[config.mk]
export PLATFORM = sky130hd
export DESIGN_NAME = fetch_stage_flat
export DESIGN_NICKNAME = d
export VERILOG_FILES = /design/src/rtl/fetch_stage_if.sv /design/src/rtl/fetch_stage.sv /design/src/flat_wrapper.sv
export SDC_FILE = /design/constraint.sdc
export NUM_CORES = 1
export LEC_CHECK = 0
export BUFFER_PORTS_ARGS = -buffer_cell sky130_fd_sc_hd__buf_4
export CAP_MARGIN = 10
export CELL_PAD_IN_SITES_DETAIL_PLACEMENT = 0
export CELL_PAD_IN_SITES_GLOBAL_PLACEMENT = 2
export CORE_MARGIN = 4
export CORE_UTILIZATION = 36
export CTS_BUF_LIST = sky130_fd_sc_hd__clkbuf_2
export DETAILED_ROUTE_END_ITERATION = 10
export MAX_ROUTING_LAYER = met4
export PLACE_DENSITY = 0.85
export SYNTH_ARGS = -nofsm -noshare
export SYNTH_HDL_FRONTEND = slang
export SYNTH_SLANG_ARGS = --single-unit
[constraint.sdc]
create_clock -name clk -period 4.32 [get_ports clk]
set_input_delay 0.864 -clock clk [delete_from_list [all_inputs] [get_ports clk]]
set_output_delay 0.864 -clock clk [all_outputs]
set_load 0.01 [all_outputs]
[src/rtl/fetch_stage_if.sv]
// Instruction-memory port 1 bundle between the fetch stage and instruction memory.
// The fetch stage is the master: it issues the read request and address, and
// memory answers with data and an acknowledge.
interface fetch_stage_if #(
  parameter int WORD_SIZE = 16
);
  logic                 readM1;
  logic [WORD_SIZE-1:0] address1;
  logic [WORD_SIZE-1:0] data1;
  logic                 inputReady1;

  modport master (
    output readM1,
    output address1,
    input  data1,
    input  inputReady1
  );

  modport slave (
    input  readM1,
    input  address1,
    output data1,
    output inputReady1
  );
endinterface

[src/rtl/fetch_stage.sv]
// Instruction-fetch stage: owns the architectural PC, drives instruction memory
// port 1 and fills the IF/ID pipeline register. A one-entry skid buffer catches
// an instruction acknowledged while decode is stalled. Redirects and halt wait
// out any in-flight memory request (DRAIN / HALT_DRAIN) so memory always sees a
// stable address until it acknowledges.
module fetch_stage #(
  parameter int                   WORD_SIZE = 16,
  parameter logic [WORD_SIZE-1:0] RESET_PC  = '0,
  parameter logic [WORD_SIZE-1:0] NOP_WORD  = 16'hF01C
) (
  input  logic                 clk,
  input  logic                 reset_n,
  fetch_stage_if.master        mem,
  input  logic                 stall,
  input  logic                 redirect,
  input  logic [WORD_SIZE-1:0] redirect_pc,
  input  logic                 halt,
  output logic [WORD_SIZE-1:0] IF_ID_ins,
  output logic [WORD_SIZE-1:0] IF_ID_nextPC,
  output logic                 IF_ID_valid,
  output logic [WORD_SIZE-1:0] PC,
  output logic                 is_halted
);

  typedef enum logic [1:0] {
    S_FETCH,
    S_DRAIN,
    S_HALT_DRAIN,
    S_HALTED
  } state_t;

  localparam logic [WORD_SIZE-1:0] ONE = WORD_SIZE'(1);

  state_t               state, state_nx;
  logic [WORD_SIZE-1:0] pc_nx;
  logic [WORD_SIZE-1:0] held_addr, held_addr_nx;
  logic [WORD_SIZE-1:0] buf_ins, buf_ins_nx;
  logic [WORD_SIZE-1:0] buf_npc, buf_npc_nx;
  logic                 buf_valid, buf_valid_nx;
  logic [WORD_SIZE-1:0] if_ins_nx, if_npc_nx;
  logic                 if_valid_nx;
  logic [WORD_SIZE-1:0] pc_plus1;
  logic                 ack;
  logic                 pending_unacked;

  assign pc_plus1        = PC + ONE;
  assign ack             = mem.readM1 & mem.inputReady1;
  assign pending_unacked = mem.readM1 & ~mem.inputReady1;

  // Memory request decode: fetch from PC unless the skid buffer is full; the drain states keep the abandoned request's address on the bus.
  always_comb begin
    mem.readM1   = 1'b0;
    mem.address1 = PC;
    case (state)
      S_FETCH: begin
        mem.readM1   = ~buf_valid;
        mem.address1 = PC;
      end
      S_DRAIN, S_HALT_DRAIN: begin
        mem.readM1   = 1'b1;
        mem.address1 = held_addr;
      end
      default: begin
        mem.readM1   = 1'b0;
        mem.address1 = PC;
      end
    endcase
  end

  // Next-state logic; priority within a cycle is redirect, then halt, then stall, then normal flow.
  always_comb begin
    state_nx     = state;
    pc_nx        = PC;
    held_addr_nx = held_addr;
    buf_ins_nx   = buf_ins;
    buf_npc_nx   = buf_npc;
    buf_valid_nx = buf_valid;
    if_ins_nx    = IF_ID_ins;
    if_npc_nx    = IF_ID_nextPC;
    if_valid_nx  = IF_ID_valid;

    case (state)
      S_FETCH: begin
        if (redirect) begin
          if_ins_nx    = NOP_WORD;
          if_npc_nx    = '0;
          if_valid_nx  = 1'b0;
          buf_valid_nx = 1'b0;
          pc_nx        = redirect_pc;
          if (pending_unacked) begin
            state_nx     = S_DRAIN;
            held_addr_nx = PC;
          end
        end else if (halt) begin
          if_ins_nx    = NOP_WORD;
          if_npc_nx    = '0;
          if_valid_nx  = 1'b0;
          buf_valid_nx = 1'b0;
          if (pending_unacked) begin
            state_nx     = S_HALT_DRAIN;
            held_addr_nx = PC;
          end else begin
            state_nx = S_HALTED;
          end
        end else begin
          if (ack) begin
            pc_nx = pc_plus1;
          end
          if (stall) begin
            if (ack) begin
              buf_ins_nx   = mem.data1;
              buf_npc_nx   = pc_plus1;
              buf_valid_nx = 1'b1;
            end
          end else if (buf_valid) begin
            if_ins_nx    = buf_ins;
            if_npc_nx    = buf_npc;
            if_valid_nx  = 1'b1;
            buf_valid_nx = 1'b0;
          end else if (ack) begin
            if_ins_nx   = mem.data1;
            if_npc_nx   = pc_plus1;
            if_valid_nx = 1'b1;
          end else begin
            if_ins_nx   = NOP_WORD;
            if_valid_nx = 1'b0;
          end
        end
      end

      S_DRAIN: begin
        if_ins_nx   = NOP_WORD;
        if_npc_nx   = '0;
        if_valid_nx = 1'b0;
        if (redirect) begin
          pc_nx = redirect_pc;
          if (ack) begin
            state_nx = S_FETCH;
          end
        end else if (halt) begin
          state_nx = ack ? S_HALTED : S_HALT_DRAIN;
        end else if (ack) begin
          state_nx = S_FETCH;
        end
      end

      S_HALT_DRAIN: begin
        if_ins_nx   = NOP_WORD;
        if_npc_nx   = '0;
        if_valid_nx = 1'b0;
        if (ack) begin
          state_nx = S_HALTED;
        end
      end

      default: begin
        if_ins_nx   = NOP_WORD;
        if_npc_nx   = '0;
        if_valid_nx = 1'b0;
      end
    endcase
  end

  // State, PC, skid buffer and IF/ID register update with synchronous reset.
  always_ff @(posedge clk) begin
    if (reset_n) begin
      state        <= S_FETCH;
      PC           <= RESET_PC;
      held_addr    <= RESET_PC;
      buf_ins      <= NOP_WORD;
      buf_npc      <= '0;
      buf_valid    <= 1'b0;
      IF_ID_ins    <= NOP_WORD;
      IF_ID_nextPC <= '0;
      IF_ID_valid  <= 1'b0;
      is_halted    <= 1'b0;
    end else begin
      state        <= state_nx;
      PC           <= pc_nx;
      held_addr    <= held_addr_nx;
      buf_ins      <= buf_ins_nx;
      buf_npc      <= buf_npc_nx;
      buf_valid    <= buf_valid_nx;
      IF_ID_ins    <= if_ins_nx;
      IF_ID_nextPC <= if_npc_nx;
      IF_ID_valid  <= if_valid_nx;
      is_halted    <= (state_nx == S_HALTED);
    end
  end

endmodule

[src/flat_wrapper.sv]
// flat-port wrapper written by rule: the top's interface ports become plain ports
module fetch_stage_flat 
#(
  parameter int                   WORD_SIZE = 16,
  parameter logic [WORD_SIZE-1:0] RESET_PC  = '0,
  parameter logic [WORD_SIZE-1:0] NOP_WORD  = 16'hF01C
)
  (clk, reset_n, stall, redirect, redirect_pc, halt, IF_ID_ins, IF_ID_nextPC, IF_ID_valid, PC, is_halted, mem_readM1, mem_address1, mem_data1, mem_inputReady1);
  fetch_stage_if #(.WORD_SIZE(WORD_SIZE)) mem_i ();
  input  logic clk;
  input  logic reset_n;
  input  logic stall;
  input  logic redirect;
  input  logic [WORD_SIZE-1:0] redirect_pc;
  input  logic halt;
  output logic [WORD_SIZE-1:0] IF_ID_ins;
  output logic [WORD_SIZE-1:0] IF_ID_nextPC;
  output logic IF_ID_valid;
  output logic [WORD_SIZE-1:0] PC;
  output logic is_halted;
  output wire logic [$bits(mem_i.readM1)-1:0] mem_readM1;
  output wire logic [$bits(mem_i.address1)-1:0] mem_address1;
  input wire logic [$bits(mem_i.data1)-1:0] mem_data1;
  input wire logic [$bits(mem_i.inputReady1)-1:0] mem_inputReady1;
  assign mem_readM1 = mem_i.readM1;
  assign mem_address1 = mem_i.address1;
  assign mem_i.data1 = mem_data1;
  assign mem_i.inputReady1 = mem_inputReady1;
  fetch_stage #(.WORD_SIZE(WORD_SIZE), .RESET_PC(RESET_PC), .NOP_WORD(NOP_WORD)) u_core (.clk(clk), .reset_n(reset_n), .mem(mem_i), .stall(stall), .redirect(redirect), .redirect_pc(redirect_pc), .halt(halt), .IF_ID_ins(IF_ID_ins), .IF_ID_nextPC(IF_ID_nextPC), .IF_ID_valid(IF_ID_valid), .PC(PC), .is_halted(is_halted));
endmodule
==> impl_metrics.env, run 1 <==
export IMPL_gp_congestion=0.7991
export IMPL_critPathCaptureType="output pin"
export IMPL_syn_num_nets=605
export IMPL_min_path_cells=3
export IMPL_core_rowCount=41
export IMPL_fin_crit_sh_pct=74.10
export IMPL_drc=0
export IMPL_cts_resized=0
export IMPL_numCtsBuffers=9
export IMPL_cts_root_buf="clkbuf_2"
export IMPL_wl_per_cell_um=16.74
export IMPL_worstPathRequired_ns=3.46
export IMPL_io_buffers=104
export IMPL_drt_pass1_iterations=4
export IMPL_boundaryPins=105
export IMPL_ir_drop_v=0.0002059
export IMPL_netSwitchingFraction_pct=41.54
export IMPL_path_max_fanout=25
export IMPL_syn_to_final_growth_pct=19.67
export IMPL_critPathBufInv=3
export IMPL_grtUsageTotal_pct=18.95
export IMPL_power_density_mw_per_mm2=488.1
export IMPL_fmax_ghz=0.3124
export IMPL_grt_max_degree=73
export IMPL_clockBufferDepth=2
export IMPL_ys_types=55
export IMPL_max_stage_delay_ns=0.49
export IMPL_start_util_pct=37.40
export IMPL_cts_sinks=101
export IMPL_cp_arrival_ns=2.34
export IMPL_postCtsHoldBufs=0
export IMPL_dp_cells=796
export IMPL_period_needed_ns=3.201
export IMPL_postRouteAntennaNets=0
export IMPL_dieArea_mm2=0.01529
export IMPL_seq_area_frac_synth_pct=41.98
export IMPL_cp_top_family="buffers and inverters"
export IMPL_cpMostUsedCell="buf_4"
export IMPL_fillers=1289
export IMPL_antenna_found_initial=1
export IMPL_power_frac_comb_pct=43.9
export IMPL_yosys_warnings=0
export IMPL_slew_viol_final=0
export IMPL_synth_flop_cell="dfxtp_1"
export IMPL_overflow=0
export IMPL_clock_latency_ns=0.61
export IMPL_fp_dieW_um=123.7
export IMPL_finalNonFillerCells=813
export IMPL_fp_dieH_um=123.7
export IMPL_start_kind="flip-flop"
export IMPL_p_switching_mw=1.169
export IMPL_hold_viol_final=0
export IMPL_hold_path_class="in2reg"
export IMPL_vias_per_cell=5.173
export IMPL_worst_pin_slew_ns=1.140
export IMPL_fin_nets=678
export IMPL_clock_skew_ns=0.04059
export IMPL_slew_headroom_pct=24.01
export IMPL_grt_pass1_vias=4089
export IMPL_pwr_share_seq_pct=41.2
export IMPL_layout_commonest_cell="buf_4"
export IMPL_finalSetupTns_ns=0
export IMPL_drt_iter0_markers=241
export IMPL_ys_seq_elements=101
export IMPL_post_cts_buffers=0
export IMPL_layout_common_cells="111 x buf_4, 101 x dfxtp_1, 75 x nor2_1, 72 x nand2_1, 40 x a21oi_1"
export IMPL_synth_async_reset_ratio_pct=0
export IMPL_p_leak_nw=2.296
export IMPL_synth_edff_count=0
export IMPL_path_depth=5
export IMPL_finalSetupViolCount=0
export IMPL_h_tree_depth=3
export IMPL_dpl_hpwl_mm=9.403
export IMPL_vias=4206
export IMPL_avgSynthCellArea_um2=8.569
export IMPL_p_int_mw=1.644
export IMPL_worstSetupPathType="reg2out"
export IMPL_total_power_mw=2.813
export IMPL_crit_slowest_cell="dfxtp_1"
export IMPL_clkSlewWorstSetupHoldPaths_ns=0.29
export IMPL_status="completed"
export IMPL_syn_area_mm2=0.004816
export IMPL_drive_above_1_share_pct=26.88
export IMPL_rsz0062_at_grt="false"
export IMPL_grt_pass1_wl_mm=21.95
export IMPL_wirelength_mm=13.61
export IMPL_fp_coreArea_mm2=0.01288
export IMPL_crit_chain="inv_1, ha_1, buf_4, mux2_2, buf_4"
export IMPL_drv_cap=0
export IMPL_cts_tree="done"
export IMPL_netlist_instances=562
export IMPL_r2r_cells=7
export IMPL_clkPwrFrac_pct=15.0
==> cells in the mapped netlist (2+ instances only) <==
library cell  number  share of area [%]
a211o_1            5               0.91
a211oi_1          17                2.6
a21oi_1           40                4.2
a22o_1             5               0.91
a22oi_1           10                1.6
a31oi_1            3               0.39
and3_1             4               0.52
buf_1              2               0.16
buf_2             14                1.5
buf_4              3               0.47
clkbuf_1          29                2.3
dfxtp_1          101                 42
ha_1               5                1.3
inv_1              8               0.62
mux2_2            32                7.5
mux2i_1           18                3.7
nand2_1           72                5.6
nand2b_1           6               0.78
nand3_1           10                1.0
nand3b_1           9                1.4
nand4_1            5               0.65
nor2_1            75                5.8
nor2b_1            2               0.26
nor2b_4            2               0.57
nor3_1             9               0.94
nor4_2             3               0.78
o211ai_1           5               0.78
o21a_1             4               0.62
o21ai_0           10                1.0
o221ai_1           3               0.55
o22ai_1           10                1.3
o31ai_1            2               0.31
o32ai_1            4               0.73
or2_2              2               0.26
xnor2_1           10                1.8
xor2_1             4               0.73
==> path summary, 6_finish.rpt <==
check	start	slack, ns	endpoint
hold reg to reg	u_core.buf_ins[1]	0.47	u_core.buf_ins[1]
setup / recovery	u_core.state[0]	1.12	mem_address1[4]
setup reg to reg	u_core.state[0]	1.68	u_core.PC[0]
hold / removal	mem_data1[3]	0.44	u_core.buf_ins[3]
==> area by class of cell <==
| cell class | instances | area (µm²) | share of cell area [%] |
|---|---|---|---|
| multi-input cells | 403 | 2559 | 44.40 |
| flip-flops and latches | 101 | 2022 | 35.08 |
| repair buffers | 111 | 833.3 | 14.46 |
| well taps | 172 | 215.2 | 3.734 |
| clock buffers | 10 | 50.05 | 0.8684 |
| clock inverters | 6 | 47.55 | 0.8250 |
| inverters | 9 | 33.78 | 0.5862 |
| diodes | 1 | 2.502 | 0.04342 |
==> worst reg2reg max path: cells and delay by family, from the launching register on <==
kind / cells / cell delay [ns]
fa+ha+maj: 1 / 0.29
simple gates: 1 / 0.46
flops: 1 / 0.49
compound gates: 3 / 0.95
buf+inv: 2 / 0.43
==> flip-flops by register name (all words and copies together), names as in the netlist <==
name and count:
u_core.buf_valid 1, u_core.held_addr 16, u_core.is_halted 1, u_core.PC 16
u_core.IF_ID_valid 1, u_core.state 2, u_core.IF_ID_nextPC 16, u_core.buf_ins 16
u_core.buf_npc 16, u_core.IF_ID_ins 16
==> power by group through the flow <==
| stage | clock (mW) | sequential, mW | combinational, mW |
|---|---|---|---|
| after global placement | 0 | 1.17 | 1.24 |
| after global routing | 0.478 | 1.18 | 1.36 |
| final | 0.421 | 1.16 | 1.23 |
| after detailed placement | 0 | 1.18 | 1.25 |
| after CTS | 0.441 | 1.16 | 1.25 |
| after floorplan | 0 | 1.13 | 0.875 |
==> cells by family (layout without fill, tap and decap cells) <==
kind of cell / count (synthesis) / in the layout / synth area share (%)
muxes: 50 / 50 / 11.22
xor gates and xnor gates: 14 / 14 / 2.546
adders and majority gates: 5 / 5 / 1.299
buffers and inverters: 58 / 136 / 5.144
AOI/OAI and AO/OA: 127 / 127 / 17.51
and+or+nand+nor: 207 / 207 / 20.29
DFF: 101 / 101 / 41.98
other: 0 / 1 / 0
==> metal layers <==
| metal | GRT usage, % | up-vias | share of wire (%) |
|---|---|---|---|
| met2 | 27.98 | 97 | 45 |
| met4 | 6.644 | 0 | 1.6 |
| met5 | - | - | 0 |
| met1 | 26.39 | 1956 | 49 |
| li1 | - | 2138 | - |
| met3 | 2.906 | 15 | 4.7 |
==> per-stage QoR <==
step                      util (%)  hold WS, ns  setup slack [ns]  cell area (µm²)
final                        44.76       0.4438             1.119             5763
after global routing         44.76       0.3854            0.9241             5763
after CTS                    44.74       0.3881             1.036             5761
after detailed placement     43.98       0.4453             1.636             5663
after global placement       43.98       0.4384             1.676             5663
after floorplan                  -       0.4319             1.509             4816
Note: power is estimated with default switching activity, not from simulation.
==> run 2, diff against run 1 <==
Settings changed: CORE_UTILIZATION 36 to 33, PLACE_DENSITY 0.85 to 0.79.
Clock period 4.32 ns to 3.35 ns, I/O delays scaled along.
==> impl_metrics.env, run 2 (synthesis gave the netlist of run 1 again) <==
export IMPL_status="completed"
export IMPL_fin_crit_sh_pct=91.91
export IMPL_p_leak_nw=2.324
export IMPL_hold_viol_final=0
export IMPL_cts_sinks=101
export IMPL_fp_dieH_um=128.8
export IMPL_grt_max_degree=73
export IMPL_finalSetupTns_ns=0
export IMPL_crit_chain="inv_1, ha_4, buf_4, mux2_2, buf_4"
export IMPL_drive_above_1_share_pct=27.75
export IMPL_dp_slack_ns=0.6411
export IMPL_wl_per_cell_um=16.82
export IMPL_grt_pass1_vias=4068
export IMPL_crit_slowest_cell="dfxtp_1"
export IMPL_layout_common_cells="116 x buf_4, 101 x dfxtp_1, 75 x nor2_1, 72 x nand2_1, 40 x a21oi_1"
export IMPL_fp_dieW_um=128.8
export IMPL_ir_drop_v=0.0002530
export IMPL_clock_skew_ns=0.02275
export IMPL_diodes=0
export IMPL_drt_pass1_iterations=4
export IMPL_post_dp_cell_area_mm2=0.005710
export IMPL_hold_path_class="in2reg"
export IMPL_drc=0
export IMPL_gp_congestion=0.7966
export IMPL_postRouteAntennaNets=0
export IMPL_finalNonFillerCells=825
export IMPL_cpMostUsedCell="buf_4"
export IMPL_critPathBufInv=3
export IMPL_start_util_pct=34.16
export IMPL_fmax_ghz=0.3248
export IMPL_boundaryPins=105
export IMPL_overflow=0
export IMPL_whs_ns=0.2492
export IMPL_dp_cells=809
export IMPL_syn_to_final_growth_pct=21.04
export IMPL_vias=4254
export IMPL_setup_ws_ns=0.2712
export IMPL_dpl_hpwl_mm=9.726
export IMPL_slew_viol_final=0
export IMPL_fin_nets=683
export IMPL_cts_tree="done"
export IMPL_vias_per_cell=5.156
export IMPL_power_density_mw_per_mm2=640.1
export IMPL_clkSlewWorstSetupHoldPaths_ns=0.30
export IMPL_worstPathRequired_ns=2.68
export IMPL_slew_headroom_pct=47.09
export IMPL_clock_latency_ns=0.60
export IMPL_finalSetupViolCount=0
export IMPL_core_rowCount=43
export IMPL_fp_coreArea_mm2=0.01410
export IMPL_wirelength_mm=13.88
export IMPL_cp_top_family="buffers and inverters"
export IMPL_critPathCaptureType="output pin"
export IMPL_drv_cap=0
export IMPL_cp_arrival_ns=2.41
export IMPL_period_needed_ns=3.079
export IMPL_clockBufferDepth=2
export IMPL_cts_root_buf="clkbuf_2"
export IMPL_antenna_found_initial=0
export IMPL_grtUsageTotal_pct=17.48
export IMPL_max_stage_delay_ns=0.50
export IMPL_design_area_mm2=0.005829
export IMPL_numCtsBuffers=9
export IMPL_fillers=1446
export IMPL_rsz0062_at_grt="false"
export IMPL_path_max_fanout=14
export IMPL_total_power_mw=3.732
export IMPL_io_buffers=104
export IMPL_grt_pass1_wl_mm=22.09
export IMPL_worst_pin_slew_ns=0.7937
export IMPL_drt_iter0_markers=266
export IMPL_h_tree_depth=3
export IMPL_layout_commonest_cell="buf_4"
export IMPL_post_route_util_pct=41.35
export IMPL_post_cts_buffers=0
export IMPL_dieArea_mm2=0.01659
export IMPL_worstSetupPathType="reg2out"
export IMPL_postCtsHoldBufs=0
export IMPL_start_kind="flip-flop"
==> run 2: cell types whose count changed in the layout (fill, tap and decap cells not counted) <==
cell / previous run / this run
clkinv_1: 1 / 0
buf_4: 111 / 116
inv_6: 1 / 4
clkinv_4: 1 / 0
ha_4: 0 / 1
diode_2: 1 / 0
ha_1: 5 / 4
clkbuf_2: 10 / 9
==> run 2: worst reg2reg max path: cells and delay by family, from the launching register on <==
kind / cells / cell delay (ns)
AO/OA/AOI/OAI: 3 / 0.53
buffers and inverters: 3 / 0.64
adder cells (fa/ha/maj): 1 / 0.40
flip-flops: 1 / 0.50
AND/OR/NAND/NOR: 1 / 0.24
==> run 2: timing repair <==
item	4_1_cts	5_1_grt
gates resized for setup	1	1
gates cloned	0	0
setup endpoints to repair	6	6
pin swaps	0	0
==> run 2: power by group <==
part / switching (mW) / internal [mW] / total (mW)
clock network: 0.453 / 0.115 / 0.568
registers: 0.171 / 1.33 / 1.50
logic: 0.926 / 0.740 / 1.67
total: 1.55 / 2.18 / 3.73
==> run 2: worst paths after layout <==
path	startpoint	end	slack (ns)	cells after the start
worst max-delay path	u_core.state[0]	mem_address1[0]	0.27	5
worst min-delay path	mem_data1[3]	u_core.buf_ins[3]	0.25	3
worst max register to register	u_core.state[0]	u_core.IF_ID_nextPC[9]	0.98	8
worst min register to register	u_core.buf_ins[6]	u_core.buf_ins[6]	0.48	2
==> run 2: area by class of cell <==
| type | instances | area (µm²) | area share [%] |
|---|---|---|---|
| clock buffer | 9 | 45.04 | 0.7727 |
| clock inverter | 7 | 61.31 | 1.052 |
| inverter | 9 | 33.78 | 0.5795 |
| multi-input combinational | 403 | 2571 | 44.11 |
| sequential | 101 | 2022 | 34.69 |
| tap | 180 | 225.2 | 3.863 |
| timing repair buffer | 116 | 870.8 | 14.94 |
==> run 2: per-layer routing <==
layer | part of all wire, % | track usage [%] | routed length (µm)
met5 | 0 | - | 0
met1 | 48 | 23.76 | 6727
met2 | 46 | 26.65 | 6420
met4 | 0.87 | 3.459 | 121
met3 | 4.4 | 4.193 | 607
